## config.mk

```make
export PLATFORM = sky130hd
export DESIGN_NAME = module_barrido_teclado
export DESIGN_NICKNAME = d
export VERILOG_FILES = /design/src/rtl/pkg_teclado.sv /design/src/rtl/module_sync_2ff.sv /design/src/rtl/module_barrido_teclado.sv
export SDC_FILE = /design/constraint.sdc
export NUM_CORES = 1
export LEC_CHECK = 0
export BUFFER_PORTS_ARGS = -buffer_cell sky130_fd_sc_hd__clkbuf_2
export CORE_ASPECT_RATIO = 1.1
export CORE_MARGIN = 2
export CORE_UTILIZATION = 40
export CTS_BUF_LIST = sky130_fd_sc_hd__clkbuf_4 sky130_fd_sc_hd__clkbuf_8
export DETAILED_ROUTE_END_ITERATION = 8
export PLACE_DENSITY = 0.67
export RECOVER_POWER = 50
export REMOVE_ABC_BUFFERS = 1
export SYNTH_ARGS = -nofsm -noshare
export SYNTH_HDL_FRONTEND = slang
export SYNTH_SLANG_ARGS = --single-unit
```

## constraint.sdc

```tcl
create_clock -name clk -period 5.89 [get_ports clk]
set_input_delay 0.8835 -clock clk [delete_from_list [all_inputs] [get_ports clk]]
set_output_delay 0.8835 -clock clk [all_outputs]
set_load 0.01 [all_outputs]
```

## src/rtl/pkg_teclado.sv

```systemverilog
// Shared types and constants for the keypad row-scanning controller.
package pkg_teclado;

   // Controller states: row scanning, press debounce, key held, release debounce.
   typedef enum logic [1:0] {
      SCAN      = 2'd0,
      DEB_PRESS = 2'd1,
      PRESSED   = 2'd2,
      DEB_REL   = 2'd3
   } estado_t;

   localparam logic [3:0] FILA0    = 4'b0001;
   localparam logic [3:0] FILA1    = 4'b0010;
   localparam logic [3:0] FILA2    = 4'b0100;
   localparam logic [3:0] FILA3    = 4'b1000;
   localparam logic [3:0] COL_NONE = 4'b0000;

   // True when exactly one column line is active.
   function automatic logic es_one_hot(input logic [3:0] v);
      return (v != COL_NONE) && ((v & (v - 4'd1)) == 4'd0);
   endfunction

   // Next row in the 0001 -> 0010 -> 0100 -> 1000 -> 0001 rotation.
   function automatic logic [3:0] sig_fila(input logic [3:0] f);
      return {f[2:0], f[3]};
   endfunction

endpackage

```

## src/rtl/module_sync_2ff.sv

```systemverilog
// Two-flop synchronizer for asynchronous level inputs.
module module_sync_2ff #(
   parameter int unsigned WIDTH = 4
) (
   input  logic             clk,
   input  logic             rst_n,
   input  logic [WIDTH-1:0] d,
   output logic [WIDTH-1:0] q
);

   logic [WIDTH-1:0] meta;

   // Two register stages; the first one may go metastable.
   always_ff @(posedge clk or negedge rst_n) begin
      if (!rst_n) begin
         meta <= '0;
         q    <= '0;
      end else begin
         meta <= d;
         q    <= meta;
      end
   end

endmodule

```

## src/rtl/module_barrido_teclado.sv

```systemverilog
// 4x4 keypad scanner: rotates the row drive, debounces press and release,
// and reports the accepted key as one-hot row/column with a valid pulse.
module module_barrido_teclado
   import pkg_teclado::*;
#(
   parameter int unsigned SCAN_DIV     = 1000,
   parameter int unsigned DEBOUNCE_CNT = 2000
) (
   input  logic       clk,
   input  logic       rst_n,
   input  logic [3:0] col_in,
   output logic [3:0] fila_out,
   output logic [3:0] fila,
   output logic [3:0] col,
   output logic       key_valid,
   output logic       key_held
);

   localparam int unsigned MAX_CNT = (SCAN_DIV > DEBOUNCE_CNT) ? SCAN_DIV : DEBOUNCE_CNT;
   localparam int unsigned CW      = $clog2(MAX_CNT + 1);

   localparam logic [CW-1:0] SCAN_LAST = CW'(SCAN_DIV - 1);
   localparam logic [CW-1:0] DEB_LAST  = CW'(DEBOUNCE_CNT - 1);
   localparam logic [CW-1:0] CNT_ONE   = CW'(1);

   estado_t       state;
   logic [CW-1:0] cnt;
   logic [3:0]    cap_col;
   logic [3:0]    col_s;

   module_sync_2ff #(
      .WIDTH (4)
   ) u_sync (
      .clk   (clk),
      .rst_n (rst_n),
      .d     (col_in),
      .q     (col_s)
   );

   // Scan/debounce FSM; every output is registered here.
   always_ff @(posedge clk or negedge rst_n) begin
      if (!rst_n) begin
         state     <= SCAN;
         cnt       <= '0;
         cap_col   <= COL_NONE;
         fila_out  <= FILA0;
         fila      <= COL_NONE;
         col       <= COL_NONE;
         key_valid <= 1'b0;
         key_held  <= 1'b0;
      end else begin
         key_valid <= 1'b0;
         case (state)
            SCAN: begin
               // Columns are only looked at in the last cycle of a dwell.
               if (cnt == SCAN_LAST) begin
                  cnt <= '0;
                  if (es_one_hot(col_s)) begin
                     cap_col <= col_s;
                     state   <= DEB_PRESS;
                  end else begin
                     fila_out <= sig_fila(fila_out);
                  end
               end else begin
                  cnt <= cnt + CNT_ONE;
               end
            end
            DEB_PRESS: begin
               if (col_s == cap_col) begin
                  if (cnt == DEB_LAST) begin
                     cnt       <= '0;
                     key_valid <= 1'b1;
                     fila      <= fila_out;
                     col       <= cap_col;
                     key_held  <= 1'b1;
                     state     <= PRESSED;
                  end else begin
                     cnt <= cnt + CNT_ONE;
                  end
               end else begin
                  // Bounce or a changed key: give up and move on to the next row.
                  cnt      <= '0;
                  fila_out <= sig_fila(fila_out);
                  state    <= SCAN;
               end
            end
            PRESSED: begin
               if (col_s == COL_NONE) begin
                  cnt   <= '0;
                  state <= DEB_REL;
               end
            end
            DEB_REL: begin
               if (col_s == COL_NONE) begin
                  if (cnt == DEB_LAST) begin
                     cnt      <= '0;
                     key_held <= 1'b0;
                     fila_out <= sig_fila(fila_out);
                     state    <= SCAN;
                  end else begin
                     cnt <= cnt + CNT_ONE;
                  end
               end else begin
                  // Release glitch: still held, no new key reported.
                  cnt   <= '0;
                  state <= PRESSED;
               end
            end
            default: begin
               cnt   <= '0;
               state <= SCAN;
            end
         endcase
      end
   end

endmodule

```

==> run metrics, run 1 <==
Pwr Density between 200 and 250 nW/um2; routed via count between 1000 and 1500; total grt overflow 0; CTS buffer count 5; Yosys warning total 0; Final Net Count around 180; Worst-Skew Late Latency a little under 300 ps; Fillers 411; largest net degree at the start of global routing 40; CTS sink count 39; std cell rows 25; met2 usage 0.2395; global routing usage on met3 0.03782; CP cell instances clkbuf_1; Max Cap Viol 1; actual slew at the worst max-slew pin approximately 2000 ps; vias in the first global route approximately 1200; Initial DRC Count between 50 and 60; CP arrival about 2300 ps; drt drc 0; Pins Over Slew Limit 40; fmax roughly 0.44 GHz; layer with the highest usage met2; most common cell after layout, fill and taps aside dfrtp_1; peak per-stage delay on the critical path ~1400 ps; critical path startpoint rst_n; unrepaired setup endpoints after global routing false; Final Cycle Share 0.3879; Startpoint Class primary input; Top FF cell, synth dfrtp_1; Hold Fails Final Rpt 0; Post-CTS Setup Inserts 0; detailed-router iteration count before antenna repair 4; DIE WIDTH between 60 and 70 um; outcome finished, violations left; Layout area overhead 10.72%; Mapped Avg Cell Area around 12 um2; Max rail drop VDD around 130 uV; sequential area share after synthesis 0.5435; initial antenna violation count 0; placer congestion estimate 0.8517; Crit Path Category primary input to asynchronous set/reset pin; FF+latch count, synth 39; wire length of the first global-routing pass 5816 um; synth unique cells 43; hold path startpoint u_sync.meta[1]; number of synthesized flops with an enable pin 0; Post-Synthesis Cells 148; critical path required time roughly 6000 ps; Max Clock Skew 6.951 ps; Antenna Cells 0; Std-Cell Core Area between 4000 and 5000 um2; WL/cell 14.45 um; Die Area between 5000 and 6000 um2; Worst setup EP type asynchronous set/reset pin; Hold WC Path Type register to register; top fanout value on the critical path 39; Clock Root Buffer clkbuf_8; max_slew headroom -0.3249; failing checks capacitance limit, slew limit; Hold-fix buffers, CTS 0; via/cell ratio 5.385; initial core utilization 0.4165; Critical-path top delay cell clkbuf_1; Post-CTS Resized 0; Buffers on Ports 19; # setup viols final 0; Setup TNS Final 0 ps; hpwl dp 2427 um; CTS clock-pin slew for the worst setup and hold paths 80 ps; Pleak approximately 0.9 nW; GRT Util Overall 0.1540; # IOs 20; Layout Utilization 0.4612; met1 Use GR 0.1998; total wire length roughly 3300 um; most frequent cells in the layout 38 x dfrtp_1, 18 x clkbuf_2, 16 x mux2_2; Clock Path Buffers 2; Post-DRT Antenna Nets 0; Mapped Area 1798 um2; Tmin final between 2000 and 2500 ps; htree depth 2; share of layout cells above drive strength 1 0.3256; Synth async-reset ratio 1.000; WP buf/inv 1; die height around 74 um; delay-heaviest family, CP buffers and inverters; CTS tree built; R2R Path Start cnt[0]
[cells in the mapped netlist (2+ instances only)]
| library cell | instances | area share |
|---|---|---|
| xnor2_1 | 5 | 0.024 |
| xor2_1 | 2 | 0.0097 |
| or2_2 | 2 | 0.0070 |
| inv_1 | 3 | 0.0063 |
| a21o_1 | 2 | 0.0083 |
| a21oi_1 | 3 | 0.0083 |
| nor4_2 | 2 | 0.014 |
| dfrtp_1 | 38 | 0.53 |
| nand3_1 | 4 | 0.011 |
| or3_1 | 2 | 0.0070 |
| nand3b_1 | 2 | 0.0083 |
| mux2_2 | 16 | 0.10 |
| mux2i_1 | 2 | 0.011 |
| o21ai_0 | 15 | 0.042 |
| o31ai_1 | 2 | 0.0083 |
| o21ai_2 | 2 | 0.0097 |
| nor2_1 | 9 | 0.019 |
| nand2_1 | 9 | 0.019 |
| nor4_1 | 2 | 0.0070 |
| nand4_1 | 3 | 0.010 |
[registers in the layout (all words and copies together) (netlist names), 2 cells and up]
name	cells
cap_col	4
u_sync.q	4
u_sync.meta	4
fila	4
col	4
fila_out	4
state	2
cnt	11
[power breakdown]
part	leakage (nW)	total (mW)	switching, mW	internal, mW
sequential	0.508	0.274	0.00353	0.270
combinational	0.345	0.0108	0.00749	0.00329
clock	0.0402	0.178	0.0957	0.0823
[worst paths after layout]
check | slack (ps) | endpoint | cells after the start
worst min register to register | 360 | u_sync.q[1] | 0
max in group clk | 3730 | fila[0] | 6
min in group asynchronous | 1140 | cnt[10] | 1
worst min-delay path | 360 | u_sync.q[1] | 0
worst max register to register | 3730 | fila[0] | 6
worst max-delay path | 3610 | fila[2] | 1
[routing by layer]
metal | wire, um | vias up | part of all wire
li1 | - | 583 | -
met1 | 1362 | 595 | 0.42
met2 | 1675 | 32 | 0.51
met3 | 156 | 7 | 0.048
met4 | 72 | 0 | 0.022
met5 | 0 | - | 0
[kinds of logic (layout without fill, tap and decap cells)]
family	Yosys count	after routing	synth area share
AOI/OAI and AO/OA	30	30	0.1148
xor gates and xnor gates	7	7	0.03410
adders and majority gates	1	1	0.006958
buffers and inverters	6	30	0.03827
DFF	39	39	0.5435
muxes	18	18	0.1113
and+or+nand+nor	47	47	0.1510
[layout make-up]
cell class / count / area, um2 / area share
Tap cell: 54 / 67.56 / 0.03394
Clock buffer: 5 / 68.82 / 0.03457
Multi-Input combinational cell: 103 / 752.0 / 0.3777
Timing Repair Buffer: 19 / 93.84 / 0.04714
Clock inverter: 3 / 20.02 / 0.01006
Inverter: 3 / 11.26 / 0.005657
Sequential cell: 39 / 977.2 / 0.4909
[metrics by stage]
stage / area [um2] / hold WS [ps] / instances / power [mW] / setup slack, ps
2_1_floorplan: 1740 / 331.2 / 145 / 0.2824 / 4017
3_3_place_gp: 1903 / 334.2 / 218 / 0.2899 / 3842
3_5_place_dp: 1903 / 343.5 / 218 / 0.2909 / 3732
4_1_cts: 1992 / 361.6 / 226 / 0.4676 / 3702
5_1_grt: 1991 / 380.9 / 226 / 0.4826 / 3184
6_report: 1991 / 359.4 / 226 / 0.4627 / 3605
[worst register-to-register path, cell delays in order (launching register included)]
cell and delay [ps]:
dfrtp_1 390, ha_1 220, nand3_1 170, nor4_2 410
nand2_1 140, nor2_2 330, mux2_2 390
Power figures use the tool's default switching activity.
==> run 2: changes to the inputs <==
PLACE_DENSITY = 0.69   (was 0.67)
clock period = 1.86 ns   (was 5.89 ns; I/O delays follow)
==> run metrics, run 2 (same netlist as run 1, synthesis figures left out) <==
Worst setup EP type register; hpwl dp 2842 um; total wire length about 4300 um; Std-Cell Core Area around 4300 um2; Psw about 0.33 mW; CTS sink count 39; post-place setup slack -106.0 ps; R2R Path Start cnt[0]; Layout area overhead 43.91%; top fanout value on the critical path 4; via/cell ratio around 5.3; Largest Register cnt; # IOs 20; Tmin final approximately 1900 ps; Worst-Skew Late Latency 290 ps; CTS buffer count 5; Final Net Count 220; outcome finished, violations left; number of flip-flops in the largest register 11; Max Clock Skew approximately 5.6 ps; Max rail drop VDD 463.3 uV; Logic pwr share 0.040; Post-DRT Antenna Nets 0; unrepaired setup endpoints after global routing true; worst setup margin -1.414 ps; Layout Cells excl Fill approximately 270; Initial DRC Count 34; detailed-router iteration count before antenna repair 4; die height around 74 um; CP arrival approximately 2000 ps; sequential power share 0.578; GRT Util Overall 0.1784; htree depth 2; actual slew at the worst max-slew pin between 500 and 600 ps; DIE WIDTH 67.93 um; wire length of the first global-routing pass about 6800 um; std cell rows 25; Antenna Cells 0; WL/cell approximately 16 um; hold path startpoint col_in[1]; largest net degree at the start of global routing 25; fmax between 0.5 and 0.6 GHz; Clock Root Buffer clkbuf_8; drt drc 0; Hold Fails Final Rpt 0; Startpoint Class register; Clock Power Share 0.382; CTS tree built; share of layout cells above drive strength 1 0.5607; Pleak 1.180 nW; Pwr Density around 580 nW/um2; Final Cycle Share 1.001; # setup viols final 2; most frequent cells in the layout 33 x dfrtp_1, 33 x buf_4, 14 x clkbuf_2; CTS clock-pin slew for the worst setup and hold paths about 70 ps; Int Power about 1.2 mW; total grt overflow 0; Die Area a little over 5000 um2; Pins Over Slew Limit 0; Hold WC Path Type primary input to register; Crit Path Category register to register; failing checks setup timing; routed via count around 1400; Placed Cells 249; placer congestion estimate ~0.86; critical path startpoint cnt[0]; Clock Path Buffers 2; Power Total 1.501 mW; critical path required time 2030 ps; max_slew headroom 0.6000; initial core utilization 0.4165; initial antenna violation count 0; Max Cap Viol 0; Sw Share 0.2168; Buffers on Ports 19; vias in the first global route around 1500
==> run 2: cell type report <==
type | count | area [um2]
clock buffer | 7 | 83.83
clock inverter | 1 | 5.005
fill | 347 | 1729
inverter | 3 | 11.26
multi-input combinational | 103 | 999.7
sequential | 39 | 983.4
tap | 54 | 67.56
timing repair buffer | 61 | 436.7
==> run 2: worst paths after layout <==
| check | cells past startpoint | end | slack [ps] |
|---|---|---|---|
| setup / recovery | 8 | fila_out[1] | -1 |
| hold / removal | 1 | u_sync.meta[1] | 100 |
| setup reg to reg | 8 | fila_out[1] | -1 |
| hold reg to reg | 0 | u_sync.q[1] | 360 |
| max in group asynchronous | 3 | u_sync.q[0] | 690 |
| min in group asynchronous | 2 | cnt[6] | 520 |
==> run 2: repair_timing <==
action | in CTS | in global routing
cloned | 0 | 0
hold buffers | 1 | 0
resized for setup | 34 | 33
pin swaps | 11 | 15
hold endpoints to repair | 10 | 0
endpoints found under the setup margin | 24 | 27
buffers inserted | 4 | 6
==> run 2: per-layer routing <==
metal	wire length (um)	vias to the layer above	track usage	part of all wire
li1	-	667	-	-
met1	1736	720	0.2074	0.41
met2	2365	21	0.3139	0.55
met3	122	4	0.04690	0.029
met4	43	0	0.06444	0.010
met5	0	-	0	0
==> run 2: power groups by stage <==
stage          Sequential (mW)  Clock [mW]  Combinational (mW)
6_report                 0.867       0.574              0.0600
5_1_grt                  0.869       0.636              0.0679
4_1_cts                  0.868       0.597              0.0542
3_5_place_dp             0.883           0              0.0475
3_3_place_gp             0.882           0              0.0458
2_1_floorplan            0.882           0              0.0123
==> run 2: worst max-delay path, cell delays in order (launching register included) <==
cell and delay [ps]:
dfrtp_1 390, ha_4 170, buf_6 100, nand3_4 60, nor4_4 220, buf_4 190, nand2_4 60, o21ai_4 220
mux2_4 320
==> run 2: per-stage QoR <==
stage                     TNS, ps  hold slack, ps    util  instance area (um2)
final                      -1.450           96.91  0.5994                 2587
after global routing        -1097           86.03  0.5994                 2587
after CTS                  -77.71           86.56  0.5606                 2420
after detailed placement    -1115           313.1  0.4948                 2136
after global placement     -259.1           303.1  0.4948                 2136
after floorplan            -110.6          -16.59       -                 1740
==> run 3: changes to the inputs <==
ABC_AREA = 1   (was not set)
==> run metrics, run 3 <==
total grt overflow 0; CP arrival 1850 ps; # IOs 20; Pins Over Slew Limit 0; total wire length roughly 3800 um; Hold WC Path Type primary input to register; CP cell instances ha_1 > nand2_2 > nor3_1 > nand4_1 > nand2_2 > nand3_1 > nand2_1; CTS tree built; Yosys warning total 0; worst setup margin 232.1 ps; mux cell area share after synthesis 0; Layout Cells excl Fill around 330; Std-Cell Core Area just over 5000 um2; initial core utilization 0.4149; vias in the first global route 1522; Max Cap Viol 0; worst hold slack between 90 and 100 ps; Yosys top cell by area dfrtp_1; Post-Synthesis Cells approximately 250; drt drc 0; via/cell ratio between 4 and 5; share of layout cells above drive strength 1 0.3137; critical path required time 2090 ps; Worst-Skew Late Latency approximately 290 ps; unrepaired setup endpoints after global routing false; Max rail drop VDD 690.9 uV; most frequent cell after synthesis nand2_1; die height around 80 um; WL/cell about 12 um; Pwr Density roughly 730 nW/um2; htree depth 2; Clock Path Buffers 2; wire length of the first global-routing pass 6693 um; Buffers on Ports 19; number of flip-flops in the largest register 11; sequential area share after synthesis 0.4679; Post-CTS Setup Inserts 0; max_slew headroom 0.3771; CTS sink count 39; Setup TNS Final 0 ps; Initial DRC Count just under 70; Max Clock Skew about 8.2 ps; number of synthesized flops with an enable pin 0; post-synthesis compound-gate area fraction 0.1180; post-place setup slack ~240 ps; DIE WIDTH 72.89 um; Largest Register cnt; Post-CTS Resized 0; peak per-stage delay on the critical path 420 ps; detailed-router iteration count before antenna repair 5; Die Area approximately 5800 um2; GRT Util Overall 0.1471; Final Cycle Share 0.8752; Startpoint Class register; initial antenna violation count 0; Critical-path top delay cell dfrtp_1; Worst path most repeated cell nand2_2; FF+latch count, synth 39; Post-DP Area 2241 um2; ranking of synthesized cells by area dfrtp_1 46%, nand2_1 13%, a21oi_2 3.8%; area share of and/or/nand/nor cells after synthesis 0.3343; outcome complete, no violations; top-area cell type share of the netlist area 0.4554; Synth async-reset ratio 1.000; Final Net Count 277; most frequent cells in the layout 71 x nand2_1, 38 x dfrtp_1, 20 x clkbuf_2; largest family of logic cells by synthesized area simple AND/OR/NAND/NOR gates; # setup viols final 0; largest net degree at the start of global routing 40; synth unique cells 27; Mapped Avg Cell Area 8.523 um2; actual slew at the worst max-slew pin approximately 930 ps; Crit Path Category register to register; Pleak roughly 1.1 nW; Hold Fails Final Rpt 0; Worst setup EP type register; Post-DRT Antenna Nets 0; placer congestion estimate between 0.8 and 0.9; Clock Root Buffer clkbuf_8; Synth top cells by count 71 x nand2_1, 38 x dfrtp_1, 18 x nor2_1, 16 x inv_1, 13 x nand3_1; fmax roughly 0.61 GHz; Tmin final 1628 ps; top fanout value on the critical path 12; Final Cell Area around 2400 um2; xor-xnor portion of the synthesized cell area 0.01258; Hold-fix buffers, CTS 0; Antenna Cells 0; hpwl dp between 2000 and 3000 um; std cell rows 27; Top FF cell, synth dfrtp_1; Post-Synth Adder-Cell Area 0.005992; most common cell after layout, fill and taps aside nand2_1; Placed Cells between 300 and 400; CTS buffer count 5; routed via count about 1600; Layout area overhead 13.72%; Mapped Area 2088 um2; CTS clock-pin slew for the worst setup and hold paths approximately 80 ps
[run 3: changes by cell type in the layout (fill, tap and decap cells not counted), moves of 11 or more]
cell	change
nand3_1	+12
buf_4	-32
nor2_1	+11
mux2_4	-11
inv_1	+13
nand2_1	+64
[run 3: area by class of cell]
class                   count  area, um2
fillers                   457       2659
clock buffers               6      76.32
clock inverters             2      60.06
well taps                  58      72.57
flip-flops and latches     39      977.2
repair buffers             21      107.6
inverters                  26      97.59
multi-input cells         177      983.4
[run 3: report_power, final]
| group | switching, mW | leakage, nW | total, mW | internal (mW) |
|---|---|---|---|---|
| clock | 0.284 | 0.0688 | 0.835 | 0.551 |
| sequential | 0.00769 | 0.508 | 0.864 | 0.856 |
| combinational | 0.0331 | 0.532 | 0.0465 | 0.0134 |
[run 3: worst paths after layout]
path / start / slack (ps) / cells after the start / end
setup / recovery: cnt[0] / 230 / 7 / state[0]
hold / removal: col_in[1] / 90 / 1 / u_sync.meta[1]
setup reg to reg: cnt[0] / 230 / 7 / state[0]
hold reg to reg: u_sync.meta[1] / 350 / 0 / u_sync.q[1]
max in group asynchronous: rst_n / 1080 / 2 / fila[3]
min in group asynchronous: rst_n / 210 / 2 / state[0]
[run 3: stage by stage]
stage	utilization	total power [mW]
after global routing	0.4718	1.807
after floorplan	-	0.9027
after global placement	0.4452	0.9286
final	0.4718	1.745
after CTS	0.4723	1.771
after detailed placement	0.4452	0.9297
[run 3: cells by family after synthesis]
family                     Yosys count
buffers and inverters               29
and+or+nand+nor                    140
adders and majority gates            1
xor gates and xnor gates             3
AOI/OAI and AO/OA                   33
DFF                                 39
[run 3: worst max-delay path, delay by kind of cell (launching register included)]
family        cells  cell delay, ps
simple gates      6             950
flops             1             420
fa+ha+maj         1             200
[run 3: layer usage]
layer  up-vias  track usage  wire length [um]
met5         -            0                 0
met4         0      0.06852                82
met3         7      0.03409               179
met2        38       0.2273              1756
met1       725       0.1943              1777
li1        829            -                 -
